### src/rtl/ca_row_renderer.sv
// rtl/ca_row_renderer.sv - elementary cellular automaton row renderer
//
// Displays one generation of a Wolfram elementary CA as a row of square
// cells. While a row of cells is on screen, the next generation is computed
// serially, one cell per clock, into a shadow register. The shadow is
// committed at the next cell-row boundary.
//
// Parameters:
//   CELLS       cells per generation (2..256)
//   CELL_SHIFT  log2 of the cell size in pixels (>= 1)
//   RULE        Wolfram rule number
//   FG_COLOR    colour of a live cell
//   BG_COLOR    colour of a dead cell and of blanking
//
// Ports:
//   clk          clock, all state on the rising edge
//   rst          asynchronous active-high reset
//   seed         initial generation (only with CA_SEED_INPUT_EN)
//   x, y         current pixel column / row
//   activevideo  high inside the visible area
//   color        registered pixel colour, one cycle after x/y/activevideo
//   busy         high while the next generation is being computed
//   overrun      sticky, a row boundary arrived before computation finished
//
// Build option: define CA_SEED_INPUT_EN to add the seed input port.
// Otherwise the seed is a single live cell at index CELLS/2.

module ca_row_renderer #(
  parameter int unsigned CELLS      = 80,
  parameter int unsigned CELL_SHIFT = 3,
  parameter logic [7:0]  RULE       = 8'd30,
  parameter logic [2:0]  FG_COLOR   = 3'b111,
  parameter logic [2:0]  BG_COLOR   = 3'b000
) (
  input  logic             clk,
  input  logic             rst,
`ifdef CA_SEED_INPUT_EN
  input  logic [CELLS-1:0] seed,
`endif
  input  logic [9:0]       x,
  input  logic [9:0]       y,
  input  logic             activevideo,
  output logic [2:0]       color,
  output logic             busy,
  output logic             overrun
);

  localparam int unsigned    IW         = $clog2(CELLS);
  localparam logic [IW-1:0]  LAST       = IW'(CELLS - 1);
  localparam logic [0:0]     ST_IDLE    = 1'b0;
  localparam logic [0:0]     ST_COMPUTE = 1'b1;

  logic [CELLS-1:0] seed_w;

`ifdef CA_SEED_INPUT_EN
  assign seed_w = seed;
`else
  localparam logic [CELLS-1:0] SEED_DEFAULT = CELLS'(1) << (CELLS / 2);
  assign seed_w = SEED_DEFAULT;
`endif

  logic [CELLS-1:0] gen_q, gen_d;
  logic [CELLS-1:0] shadow_q, shadow_d;
  logic [9:0]       y_q;
  logic [0:0]       state_q, state_d;
  logic [IW-1:0]    idx_q, idx_d;
  logic             overrun_q, overrun_d;
  logic [2:0]       color_q, color_d;

  // Row events: any change of y is a new line; line 0 starts a frame, and a
  // line whose low CELL_SHIFT bits are zero starts a new row of cells.
  logic line_ev, frame_ev, bnd_ev;

  assign line_ev  = (y != y_q);
  assign frame_ev = line_ev && (y == 10'd0);
  assign bnd_ev   = line_ev && (y != 10'd0) && (y[CELL_SHIFT-1:0] == '0);

  // Neighbourhood of the cell being computed, wrapping at both ends.
  logic [IW-1:0] idx_left, idx_right;
  logic [2:0]    pattern;

  assign idx_left  = (idx_q == '0)  ? LAST : idx_q - IW'(1);
  assign idx_right = (idx_q == LAST) ? '0  : idx_q + IW'(1);
  assign pattern   = {gen_q[idx_left], gen_q[idx_q], gen_q[idx_right]};

  // Pixel lookup against the currently displayed generation.
  logic [9:0]    cell_col;
  logic [IW-1:0] cell_idx;
  logic          cell_in_range;

  assign cell_col      = x >> CELL_SHIFT;
  assign cell_in_range = (cell_col < 10'(CELLS));
  assign cell_idx      = cell_col[IW-1:0];

  always_comb begin
    color_d = BG_COLOR;
    if (activevideo && cell_in_range && gen_q[cell_idx]) begin
      color_d = FG_COLOR;
    end
  end

  always_comb begin
    state_d   = state_q;
    idx_d     = idx_q;
    gen_d     = gen_q;
    shadow_d  = shadow_q;
    overrun_d = overrun_q;

    if (state_q == ST_COMPUTE) begin
      shadow_d[idx_q] = RULE[pattern];
      if (idx_q == LAST) begin
        state_d = ST_IDLE;
        idx_d   = '0;
      end else begin
        idx_d = idx_q + IW'(1);
      end
    end

    // Any event restarts the computation from cell 0; a boundary that finds
    // the previous computation unfinished keeps the displayed generation.
    if (frame_ev) begin
      gen_d   = seed_w;
      state_d = ST_COMPUTE;
      idx_d   = '0;
    end else if (bnd_ev) begin
      if (state_q == ST_IDLE) begin
        gen_d = shadow_q;
      end else begin
        overrun_d = 1'b1;
      end
      state_d = ST_COMPUTE;
      idx_d   = '0;
    end
  end

  always_ff @(posedge clk or posedge rst) begin
    if (rst) begin
      gen_q     <= seed_w;
      shadow_q  <= '0;
      y_q       <= 10'd0;
      state_q   <= ST_IDLE;
      idx_q     <= '0;
      overrun_q <= 1'b0;
      color_q   <= BG_COLOR;
    end else begin
      gen_q     <= gen_d;
      shadow_q  <= shadow_d;
      y_q       <= y;
      state_q   <= state_d;
      idx_q     <= idx_d;
      overrun_q <= overrun_d;
      color_q   <= color_d;
    end
  end

  assign color   = color_q;
  assign busy    = (state_q == ST_COMPUTE);
  assign overrun = overrun_q;

endmodule

### config.mk
export PLATFORM = sky130hd
export DESIGN_NAME = ca_row_renderer
export DESIGN_NICKNAME = d
export VERILOG_FILES = /design/src/rtl/ca_row_renderer.sv
export SDC_FILE = /design/constraint.sdc
export NUM_CORES = 1
export LEC_CHECK = 0
export CAP_MARGIN = 20
export CORE_MARGIN = 1.5
export CORE_UTILIZATION = 45
export CTS_CLUSTER_DIAMETER = 100
export DETAILED_ROUTE_END_ITERATION = 10
export PLACE_DENSITY = 0.63
export SLEW_MARGIN = 20
export SYNTH_ARGS = -nofsm -noshare
export SYNTH_HDL_FRONTEND = slang
export SYNTH_SLANG_ARGS = --single-unit
### constraint.sdc
create_clock -name clk -period 6 [get_ports clk]
set_input_delay 1.2 -clock clk [delete_from_list [all_inputs] [get_ports clk]]
set_output_delay 1.2 -clock clk [all_outputs]
set_load 0.005 [all_outputs]
* After elaboration in Yosys (flattened, before gate mapping)
Memory sizes are Yosys's and may differ from the RTL's.
Cells that the tools add are included.
** Storage, ports and cells
- Output and inout bits :: 5
- Memories :: 1
- Flip-flop bits (word level) :: 182
- Latch bits :: 0
- Memory bits (read-only) :: 8
- Memory bits (writable) :: 0
** Memory list
- (no name shown) :: words 8, width 1, rd ports 1, clocked after memory_dff 0, write ports 0, RTL line 110 : shadow_d[idx_q] = RULE[pattern];
** Cells by class
- Magnitude comparators :: 7
- Div/mod/pow operators :: 0
- Reductions and logical operators :: 14
- Multipliers :: 0
- Add/sub/neg operators :: 2
- Equality and inequality tests :: 3
- Bitwise gates (word level) :: 1
- Shift operators :: 0
- Mux-type cells :: 25
** Operators with widths (number)
- two-way mux 80 bit :: 3
- bitwise mux 80 bit :: 1
- two-way mux 7 bit :: 5
- less-than comparator 7 x 8 -> 1 bit, second input constant :: 4
- binary-select mux 1 bit (select 7 bit) :: 4
- zero test 10 bit :: 1
- two-way mux 1 bit :: 10
- != test 10 bit :: 1
- nonzero test 10 bit :: 1
- adder 7 x 1 -> 7 bit, second input constant :: 1
- demux 1 bit (select 7 bit) :: 1
- equality test 7 bit, second input constant :: 1
- >= comparator 7 x 1 -> 1 bit, second input constant :: 1
- zero test 7 bit :: 1
- less-than comparator 7 bit, second input constant :: 1
- subtractor 7 x 1 -> 7 bit, second input constant :: 1
- logical AND 1 bit :: 6
- less-than comparator 3 x 4 -> 1 bit, second input constant :: 1
- zero test 3 bit :: 1
- two-way mux 3 bit :: 1
- AND reduction 3 bit :: 1
- nonzero test 3 bit :: 1
- != test 2 x 1 -> 1 bit, second input constant :: 1
- AND reduction 2 bit :: 1
- 2 further kinds :: 2

* Depth between registers and ports, before layout
Gate-level depths: netlist of the first run.
- Word-level depth :: 7
- Depth in mapped cells :: 17
- Mapped depth without buffers :: 11

* Worst setup path before layout of the first run
Ideal clock, no wire load.
- Path type :: register -> register
- Start point :: register idx_q[0]
- End point :: register shadow_q[59]
- Slack :: 1.889 ns
- Library setup time :: 0.128 ns
- Data arrival time :: 3.984 ns
- Stages on the path, launching flop included :: 15
- Path through :: dfrtp_1 > buf_2 > inv_2 > buf_1 > ha_1 > clkbuf_1 > nand2b_1 > o21ai_4 > mux4_1 > mux4_2 > a32oi_1 > a31oi_4 > xor2_4 > buf_6 > mux2_1
** On the way
- Cells in the longest elaborated chain, start to end :: 7
- Elaborated cells between the ends (all ways) :: 20
- Classes of those cells :: add/sub (2); order compare (2); eq/ne (1); mux (12); reduce/logical (2); memory (1)
** RTL lines
- from (decl) :: RTL line 66 : logic [IW-1:0] idx_q, idx_d;
- from (signal assigned) :: RTL line 150 : idx_q <= idx_d;
- adder 7 x 1 -> 7 bit (tied with other cells) :: RTL line 83 : assign idx_right = (idx_q == LAST) ? '0 : idx_q + IW'(1);
- two-way mux 7 bit (on tied branches) :: RTL line 83, 82
- binary-select mux 1 bit (select 7 bit) :: RTL line 84 : assign pattern = {gen_q[idx_left], gen_q[idx_q], gen_q[idx_right]};
- two-way mux 1 bit (not written as such) :: RTL line 84
- memory read (8 x 1 bit)
- two-way mux 1 bit (not written as such) :: RTL line 110
- bitwise mux 80 bit * :: RTL line 110
- to (signal assigned) :: RTL line 147 : shadow_q <= shadow_d;
- to (decl) :: RTL line 63 : logic [CELLS-1:0] shadow_q, shadow_d;
Mark *: on every way between the ends. The rest lies on a longest branch, timed or not. The select of a mux whose other input is x is not followed.
A chain may end at the register's enable or synchronous reset.

* Worst setup path after layout of the first run
- Start point :: register idx_q[1]
- End point :: register shadow_q[66]
The elaborated chain is that of the path after synthesis.

==> results by group, run 1 <==
Clock network
  – Postcts setup bufs: 0
  – CTS root buf: clkbuf_16
  – Clock latency on the worst-skew pair: 0.44 ns
  – Post-cts gate resize count: 0
  – Maximum clock insertion buffer count: 2
  – Clock sinks: between 150 and 200
  – Clock transition at path regs: 0.08 ns
  – Number of buffers created by CTS: 17
  – H-tree depth reported by CTS: 4
  – Hold_buf cts: 0
  – Clock tree from TritonCTS: built

Yosys
  – Distinct cell type count of the synthesized netlist: 73
  – Synth warn: 0
  – Net count after synthesis: between 1000 and 1500
  – Most common flop cell mapped by yosys: dfrtp_1
  – Synthesized area: between 0.01 and 0.015 mm²
  – Multiplexer area fraction after synthesis: between 20% and 30%
  – Sequential area share after synthesis: between 40% and 50%
  – Adder-cell area share of the yosys netlist: 0.228%
  – Mean instance size in the synthesized netlist: a little under 10 µm²
  – Xor/xnor cell area share of the yosys netlist: between 1.5 and 2%
  – Compound-cell area share of the yosys netlist: about 11%
  – Share of synthesized flip-flops with an asynchronous set or reset: 100%
  – Largest family of logic cells by synthesized area: multiplexers
  – Number of cells produced by synthesis: between 1000 and 1500
  – Post-Synth Simple-Gate Area: between 10% and 20%
  – EDFF count, synth: 0
  – Synthesized flop and latch total: 180

STA
  – Min Clock Period, post-route: between 4 and 5 ns
  – Relative slew slack: around a quarter
  – Final WS setup: around 1.3 ns
  – Final cycle utilization of the critical path: 78.7%
  – Number of failing hold endpoints at the final stage: 0
  – Setup Skew: approximately 0.012 ns
  – Total negative slack: 0 ns
  – Maximum clock rate: between 200 and 250 MHz
  – Setup repair after global routing missed its margin: false
  – Actual transition at the worst max-transition pin: approximately 1.1 ns
  – Max-slew violations: 0
  – Final Setup Violations: 0

Die
  – Core Footprint: around 0.024 mm²
  – Row Count: 56
  – Starting utilization of the core area: 46.3%
  – Die outline width: 159 µm
  – Area enclosed by the die boundary: approximately 0.025 mm²
  – Die outline height: 159 µm
  – I/O pin cnt: 28

Placement
  – Placed Area: 0.0114 mm²
  – Cell count after placement: 1400
  – Setup WS pre-CTS: ~1.3 ns
  – Routability Congestion: between 0.9 and 1
  – Count of input and output buffers: 24
  – Post-detailed-placement half-perimeter wirelength: roughly 20 mm

Power and ir drop
  – Post-layout power: 6.15 mW
  – Static leakage power: roughly 5.0 nW
  – PD cells: 510 mW/mm²
  – Worst IR Drop VDD: approximately 0.47 mV

GRT
  – Global-route wire length before repair: 49.9 mm
  – Total GRT Usage: about 25%
  – Number of global-route vias before repair: just over 8000
  – Overall overflow remaining after global route: 0
  – Maximum number of pins on one net before global-route repair: around 180
  – Antenna violations before repair: 0

Route
  – Starting DRT DRC Count: around 800
  – Iteration count of the initial detailed-routing pass: 7
  – Drt drc: 0
  – Total wirelength of the detailed-routed design: ~31 mm
  – Post-detailed-route wirelength per cell: between 20 and 25 µm
  – Avg Vias per Cell: around 6.1
  – Via count of the routed design: about 8700
  – Antenna viol nets, final: 0

Worst setup path
  – Crit. Startpoint: idx_q[1]
  – CP max FO: 80
  – Startpoint of the worst register-to-register path: idx_q[1]
  – Critical path type: flop to flop
  – Endpoint type of the worst setup path: flop
  – Startpoint Class: flop
  – WP data arrival: a little over 5 ns
  – Required time of the critical path: 6.38 ns

Cells and area
  – Area Growth Syn to Fin: 9.93%
  – Area of all placed cells without fillers: between 0.01 and 0.015 mm²
  – Area of the multi-input gates: 0.00601 mm²
  – Fraction of layout cells with a size suffix above 1: between 10% and 20%
  – Final standard cell count with taps included and fillers excluded: 1432
  – Reg area: approximately 0.0045 mm²
  – NumNets Final: ~1100
  – Number of antenna diodes: 0
  – Filler Cell Count: between 2000 and 2500
  – Most common cell after layout, fill and taps aside: nand2_1
  – Leading cell types in the layout, fill and taps excluded: nand2_1 (280), dfrtp_1 (177), o21ai_0 (96), mux2_2 (63), mux4_2 (48)

Worst hold path
  – Worst hold path startpoint: overrun
  – Worst min-delay path category: flop to flop

Run
  – Number of max-cap violations: 0

Status
  – Status: finished clean
-- per-stage QoR --
stage	hold WS, ns	utilization, %
after CTS	0.478	50.9
final	0.470	50.9
after global routing	0.502	50.9
after global placement	0.451	48.3
after detailed placement	0.459	48.3
after floorplan	0.458	-
-- area by class of cell --
type                    instances  area share, %
multi-input cells             835           49.9
flip-flops and latches        180           37.4
repair buffers                 55           3.99
clock buffers                  17           3.53
well taps                     319           3.31
clock inverters                15           1.52
inverters                      11          0.374
-- cell usage after synthesis, types with 22 or more instances --
| cell type | number | share of area [%] |
|---|---|---|
| o21ai_0 | 96 | 4.4 |
| clkbuf_1 | 51 | 1.7 |
| mux4_2 | 48 | 9.9 |
| mux2i_1 | 39 | 3.6 |
| mux2_2 | 63 | 6.5 |
| mux2_1 | 33 | 3.4 |
| nor3_1 | 22 | 1.0 |
| nand2_1 | 281 | 9.6 |
| nor2_1 | 42 | 1.4 |
| nand3_1 | 22 | 1.0 |
| dfrtp_1 | 179 | 41 |
| a21oi_1 | 22 | 1.0 |
-- logic make-up (layout without fill, tap and decap cells) --
group,after synthesis,in the layout
simple gates,431,431
compound gates,195,195
mux,187,187
flops,180,180
buf+inv,102,98
xor+xnor,20,20
fa+ha+maj,2,2
-- final timing paths --
| kind | cells past startpoint | to | slack, ns |
|---|---|---|---|
| worst max-delay path | 12 | shadow_q[66] | 1.28 |
| worst min-delay path | 1 | overrun | 0.47 |
| worst max register to register | 12 | shadow_q[66] | 1.28 |
| worst min register to register | 1 | overrun | 0.47 |
| max in group asynchronous | 3 | shadow_q[12] | 3.88 |
| min in group asynchronous | 3 | overrun | 1.36 |
-- where the power goes --
group	leakage [nW]	internal (mW)	switching (mW)	total (mW)
clock network	0.291	0.564	0.556	1.12
logic	2.27	1.13	2.14	3.27
registers	2.42	1.50	0.260	1.76
-- per-layer routing --
layer / vias to the layer above / share of wire [%] / global-route usage [%]
met3: 47 / 6.5 / 5.24
met2: 301 / 46 / 38.2
met1: 4365 / 45 / 36.3
met4: 0 / 2.7 / 9.48
li1: 3965 / - / -
met5: - / 0 / 0
-- critical path: stages, from the launching register on --
cell and delay [ns]:
dfrtp_1 0.38, inv_1 0.31, ha_2 0.37, nand2b_1 0.30, o21ai_4 0.34, buf_4 0.26, mux4_1 0.58, mux4_2 0.54
a32oi_1 0.33, a31oi_4 0.08, xor2_4 0.18, buf_4 0.59, mux2_2 0.29
-- flip-flops by register name (all words and copies together) (netlist names) --
name      count
idx_q         7
busy          1
color         1
y_q          10
overrun       1
shadow_q     80
gen_q        80
No activity file was read; power rests on OpenSTA's default activity.
==> run 2, diff against run 1 <==
==> constraint.sdc (replaced) <==
create_clock -name clk -period 3.9 [get_ports clk]
set_input_delay 0.78 -clock clk [delete_from_list [all_inputs] [get_ports clk]]
set_output_delay 0.78 -clock clk [all_outputs]
set_load 0.005 [all_outputs]
==> results by group, run 2 (synthesis results as in run 1) <==
STA
  – Final cycle utilization of the critical path: 95.9% (+17 points)
  – Actual transition at the worst max-transition pin: 0.993 ns (-0.116 ns)
  – Hold_ws: 0.474 ns (+0.00353 ns)
  – Total negative slack: 0 ns (unchanged)
  – Number of failing hold endpoints at the final stage: 0 (unchanged)
  – Min Clock Period, post-route: 3.74 ns (-0.982 ns)
  – Final Setup Violations: 0 (unchanged)
  – Max-slew violations: 0 (unchanged)
  – Setup repair after global routing missed its margin: false
  – Maximum clock rate: 267 MHz (+26%)
  – Relative slew slack: 33.3% (+7.8 points)
  – Setup Skew: 0.0185 ns (+0.00684 ns)

Cells and area
  – Reg area: 0.00451 mm² (unchanged)
  – Utilization after layout: 52.9% (+2.0 points)
  – Area of the multi-input gates: 0.00602 mm² (+0.19%)
  – Most common cell after layout, fill and taps aside: nand2_1
  – Area Growth Syn to Fin: 14.2%
  – Leading cell types in the layout, fill and taps excluded: nand2_1 (280), dfrtp_1 (177), o21ai_0 (96), mux2_2 (63), buf_4 (59)
  – Largest regs: gen_q x80, shadow_q x80, y_q x10
  – Final standard cell count with taps included and fillers excluded: 1476 (+3.1%)
  – NumNets Final: 1168 (+3.8%)
  – Fraction of layout cells with a size suffix above 1: 20.8% (+3.1 points)
  – Filler Cell Count: 2181 (-2.3%)

Placement
  – Cell count after placement: 1442 (+3.0%)
  – Routability Congestion: 0.960 (-1.0%)
  – Count of input and output buffers: 24 (unchanged)
  – Post-detailed-placement half-perimeter wirelength: 22.1 mm (+9.8%)

Route
  – Total wirelength of the detailed-routed design: 32.8 mm (+5.2%)
  – Post-detailed-route wirelength per cell: 22.2 µm (+2.1%)
  – Antenna viol nets, final: 0 (unchanged)
  – Drt drc: 0 (unchanged)
  – Avg Vias per Cell: 5.98 (-1.4%)
  – Via count of the routed design: 8821 (+1.6%)
  – Iteration count of the initial detailed-routing pass: 5 (-2)
  – Starting DRT DRC Count: 805 (-0.12%)

Die
  – Die outline width: 159 µm (unchanged)
  – Core Footprint: 0.0237 mm² (unchanged)
  – I/O pin cnt: 28 (unchanged)
  – Row Count: 56 (unchanged)
  – Die outline height: 159 µm (unchanged)
  – Area enclosed by the die boundary: 0.0253 mm² (unchanged)
  – Starting utilization of the core area: 46.3% (unchanged)

Power and ir drop
  – Post-layout power: 10.3 mW (+68%)
  – PD cells: 823 mW/mm² (+61%)
  – Worst IR Drop VDD: 0.720 mV (+54%)
  – Static leakage power: 5.25 nW (+5.4%)

Clock network
  – Maximum clock insertion buffer count: 2 (unchanged)
  – Hold_buf cts: 0 (unchanged)
  – Clock sinks: 180 (unchanged)
  – H-tree depth reported by CTS: 4 (unchanged)
  – Clock tree from TritonCTS: built
  – Clock transition at path regs: 0.08 ns (about the same)
  – Number of buffers created by CTS: 17 (unchanged)
  – CTS root buf: clkbuf_16
  – Clock latency on the worst-skew pair: 0.45 ns (about the same)

GRT
  – Antenna violations before repair: 1 (+1)
  – Maximum number of pins on one net before global-route repair: 97 (-46%)
  – Total GRT Usage: 26.6% (+1.2 points)
  – Number of global-route vias before repair: 8646 (+5.1%)
  – Overall overflow remaining after global route: 0 (unchanged)
  – Global-route wire length before repair: 51.9 mm (+4.0%)

Worst setup path
  – Crit-path cells: or4_1, o21ai_4, mux4_1, a2111oi_1, buf_4, or4_4, a31oi_4, xor2_4, buf_12, mux2_1
  – CP max FO: 31 (-61%)
  – Critical path type: flop to flop
  – Cell type of the slowest stage on the worst timing path: or4_1
  – Worst path max stage delay: 0.63 ns (+0.04 ns)
  – Endpoint type of the worst setup path: flop
  – WP data arrival: 4.07 ns (-1.03 ns)
  – Required time of the critical path: 4.23 ns (-2.15 ns)
  – Startpoint Class: flop

Run
  – Number of max-cap violations: 0 (unchanged)

Worst hold path
  – Worst min-delay path category: flop to flop

Status
  – Status: finished clean
-- run 2: worst paths after layout --
check | from | endpoint | slack [ns] | depth (start not counted)
worst max-delay path | idx_q[3] | shadow_q[59] | 0.16 | 10
worst min-delay path | overrun | overrun | 0.47 | 1
worst max register to register | idx_q[3] | shadow_q[59] | 0.16 | 10
worst min register to register | overrun | overrun | 0.47 | 1
max in group asynchronous | rst | gen_q[40] | 2.63 | 3
min in group asynchronous | rst | gen_q[69] | 0.83 | 3
-- run 2: through the flow --
stage	setup WS [ns]	cell area, µm²
finish	0.161	12500
global route	0.0275	12500
CTS	0.0764	12500
detailed placement	0.127	11900
global placement	0.0538	11900
floorplan	0.0259	11000
-- run 2: layout make-up --
type,count,share of cell area (%)
Clock buffer,17,3.40
Timing Repair Buffer,98,7.49
Tap cell,319,3.19
Sequential cell,180,36.0
Multi-Input combinational cell,835,48.1
Clock inverter,15,1.46
Inverter,11,0.360
Antenna cell,1,0.0200
-- run 2: worst max-delay path, delay by kind of cell, from the launching register on --
kind            cells  cell delay, ns
mux                 2            0.93
compound gates      3            0.90
simple gates        2            0.75
buf+inv             2            0.40
flops               1            0.38
xor+xnor            1            0.27
-- run 2: report_power, final --
part / switching [mW] / internal [mW] / leakage, nW
logic: 3.51 / 2.34 / 2.54
clock network: 0.873 / 0.870 / 0.292
registers: 0.400 / 2.31 / 2.42
total: 4.78 / 5.52 / 5.25
-- run 2: metal layers --
metal  part of all wire, %  vias up  GRT usage (%)  routed length, µm
li1                      -     4048              -                  -
met1                    44     4429           36.6              14400
met2                    47      282           41.5              15400
met3                   6.1       60           5.08               2000
met4                   3.0        2           10.7                997
met5                 0.027        -              0                  9
-- run 2: timing repair --
action / CTS / global route
resized for setup: 0 / 2
buffers inserted: 0 / 0
setup endpoints to repair: 0 / 80
==> run 3, diff against run 2 <==
--- a/config.mk
+++ b/config.mk
@@ -11,7 +11,9 @@
 export CTS_CLUSTER_DIAMETER = 100
 export DETAILED_ROUTE_END_ITERATION = 10
 export PLACE_DENSITY = 0.63
+export SETUP_SLACK_MARGIN = 0.05
 export SLEW_MARGIN = 20
 export SYNTH_ARGS = -nofsm -noshare
 export SYNTH_HDL_FRONTEND = slang
 export SYNTH_SLANG_ARGS = --single-unit
+export TNS_END_PERCENT = 5
==> results by group, run 3 (synthesis results as in run 1) <==
Power and ir drop
  – Power share of the sequential group: 26.4% (about the same)
  – Worst IR Drop VDD: 0.535 mV (-26%)
  – Internal portion of total power: 5.51 mW (-0.22%)
  – Fraction of power spent switching nets: 46.3% (-0.11 points)
  – Clock network fraction of total power: 16.9% (about the same)
  – PD cells: 823 mW/mm² (about the same)
  – Combinational share of power: 56.7% (about the same)
  – Total net switching power: 4.75 mW (-0.66%)
  – Static leakage power: 5.22 nW (-0.68%)

Route
  – Drt drc: 0 (unchanged)
  – Avg Vias per Cell: 6.02 (+0.73%)
  – Iteration count of the initial detailed-routing pass: 8 (+3)
  – Post-detailed-route wirelength per cell: 22.1 µm (-0.57%)
  – Antenna viol nets, final: 0 (unchanged)
  – Via count of the routed design: 8849 (+0.32%)
  – Total wirelength of the detailed-routed design: 32.4 mm (-0.97%)
  – Starting DRT DRC Count: 769 (-4.5%)

Cells and area
  – Area of the multi-input gates: 0.00601 mm² (-0.15%)
  – Most common cell after layout, fill and taps aside: nand2_1
  – Fraction of layout cells with a size suffix above 1: 20.4% (-0.34 points)
  – Reg area: 0.00451 mm² (unchanged)
  – NumNets Final: 1163 (-0.43%)
  – Area Growth Syn to Fin: 13.7%
  – Final standard cell count with taps included and fillers excluded: 1470 (-0.41%)
  – Largest regs: gen_q x80, shadow_q x80, y_q x10
  – Number of antenna diodes: 0 (-1)
  – Leading cell types in the layout, fill and taps excluded: nand2_1 (280), dfrtp_1 (177), o21ai_0 (96), mux2_2 (63), buf_4 (57)
  – Filler Cell Count: 2216 (+1.6%)

Worst hold path
  – Worst hold path startpoint: overrun
  – Worst min-delay path category: flop to flop
  – Endpoint of the worst hold path: overrun
  – Number of instances on the worst hold path: 1 (unchanged)

STA
  – Final WS setup: 0.193 ns (+0.0319 ns)
  – Hold_ws: 0.469 ns (-0.00538 ns)
  – Setup Skew: 0.0124 ns (-0.00608 ns)
  – Min Clock Period, post-route: 3.71 ns (-0.0319 ns)
  – Number of failing hold endpoints at the final stage: 0 (unchanged)
  – Actual transition at the worst max-transition pin: 1.08 ns (+0.0822 ns)
  – Final cycle utilization of the critical path: 95.0% (-0.82 points)
  – Maximum clock rate: 270 MHz (+0.86%)
  – Final Setup Violations: 0 (unchanged)
  – Setup repair after global routing missed its margin: true
  – Max-slew violations: 0 (unchanged)
  – Relative slew slack: 27.8% (-5.5 points)

GRT
  – Overall overflow remaining after global route: 0 (unchanged)
  – Number of global-route vias before repair: 8788 (+1.6%)
  – Antenna violations before repair: 0 (-1)
  – Maximum number of pins on one net before global-route repair: 81 (-16%)
  – Global-route wire length before repair: 51.8 mm (-0.20%)
  – Total GRT Usage: 26.5% (-0.065 points)

Run
  – Number of max-cap violations: 0 (unchanged)

Placement
  – Post-detailed-placement half-perimeter wirelength: 22.0 mm (-0.67%)
  – Cell count after placement: 1438 (-0.28%)
  – Routability Congestion: 0.940 (-2.2%)
  – Setup WS pre-CTS: 0.237 ns (+0.111 ns)
  – Count of input and output buffers: 24 (unchanged)

Worst setup path
  – Crit. Startpoint: idx_q[3]
  – Critical path type: flop to flop
  – Required time of the critical path: 4.23 ns (about the same)
  – Startpoint of the worst register-to-register path: idx_q[3]
  – Reg2reg end: shadow_q[59]
  – R2r worst-path depth: 9 (-1)
  – CP max FO: 32 (+3.2%)
  – WP data arrival: 4.04 ns (-0.03 ns)
  – Endpoint type of the worst setup path: flop
  – Startpoint Class: flop
  – Worst reg-to-reg setup slack: 0.19 ns (+0.03 ns)

Die
  – I/O pin cnt: 28 (unchanged)
  – Area enclosed by the die boundary: 0.0253 mm² (unchanged)
  – Die outline width: 159 µm (unchanged)
  – Row Count: 56 (unchanged)
  – Die outline height: 159 µm (unchanged)
  – Starting utilization of the core area: 46.3% (unchanged)
  – Core Footprint: 0.0237 mm² (unchanged)

Clock network
  – Postcts setup bufs: 0 (unchanged)
  – Hold_buf cts: 0 (unchanged)
  – Clock latency on the worst-skew pair: 0.45 ns (about the same)
  – CTS root buf: clkbuf_16
  – Post-cts gate resize count: 0 (unchanged)
  – Maximum clock insertion buffer count: 2 (unchanged)
  – Number of buffers created by CTS: 17 (unchanged)
  – H-tree depth reported by CTS: 4 (unchanged)
  – Clock tree from TritonCTS: built
  – Clock sinks: 180 (unchanged)
  – Clock transition at path regs: 0.08 ns (about the same)

Status
  – Status: finished clean
==> run 3: power by group through the flow <==
| stage | logic, mW | clock network, mW | registers [mW] |
|---|---|---|---|
| finish | 5.82 | 1.73 | 2.70 |
| global route | 6.24 | 1.83 | 2.76 |
| CTS | 5.77 | 1.76 | 2.70 |
| detailed placement | 5.76 | 0 | 2.73 |
| global placement | 5.71 | 0 | 2.70 |
| floorplan | 3.96 | 0 | 2.58 |
==> run 3: routing by layer <==
layer  global-route usage (%)  share of wire [%]
met5                        0                  0
met4                     11.8                3.4
met3                     4.92                6.8
met2                     40.4                 45
met1                     37.0                 44
==> run 3: how the worst max path moves through the flow <==
stage | end | slack, ns | cells past startpoint
final | shadow_q[59] | 0.19 | 9
after global routing | shadow_q[37] | 0.03 | 12
after global placement | shadow_q[59] | 0.23 | 9
after CTS | shadow_q[59] | 0.22 | 12
after floorplan | shadow_q[59] | -0.21 | 14
after detailed placement | shadow_q[78] | 0.24 | 9
==> run 3: layout make-up <==
| type | instances | share of cell area, % |
|---|---|---|
| clock buffers | 17 | 3.41 |
| clock inverters | 15 | 1.33 |
| inverters | 11 | 0.361 |
| multi-input cells | 835 | 48.2 |
| flip-flops and latches | 180 | 36.2 |
| well taps | 319 | 3.20 |
| repair buffers | 93 | 7.29 |
==> run 3: through the flow <==
stage | util, % | TNS [ns] | power (mW) | instance area [µm²]
finish | 52.6 | 0 | 10.3 | 12500
global route | 52.6 | 0 | 10.8 | 12500
CTS | 52.6 | 0 | 10.2 | 12500
detailed placement | 50.1 | 0 | 8.49 | 11900
global placement | 50.1 | 0 | 8.42 | 11900
floorplan | - | -14.92 | 6.54 | 11000
==> run 3: worst max-delay path: stages, from the launching register on <==
cell     delay, ns
dfrtp_1       0.37
or4_1         0.59
o21ai_4       0.28
mux4_1        0.61
mux4_2        0.53
a32oi_1       0.33
a31oi_4       0.09
xor2_4        0.27
buf_12        0.21
mux2_1        0.30
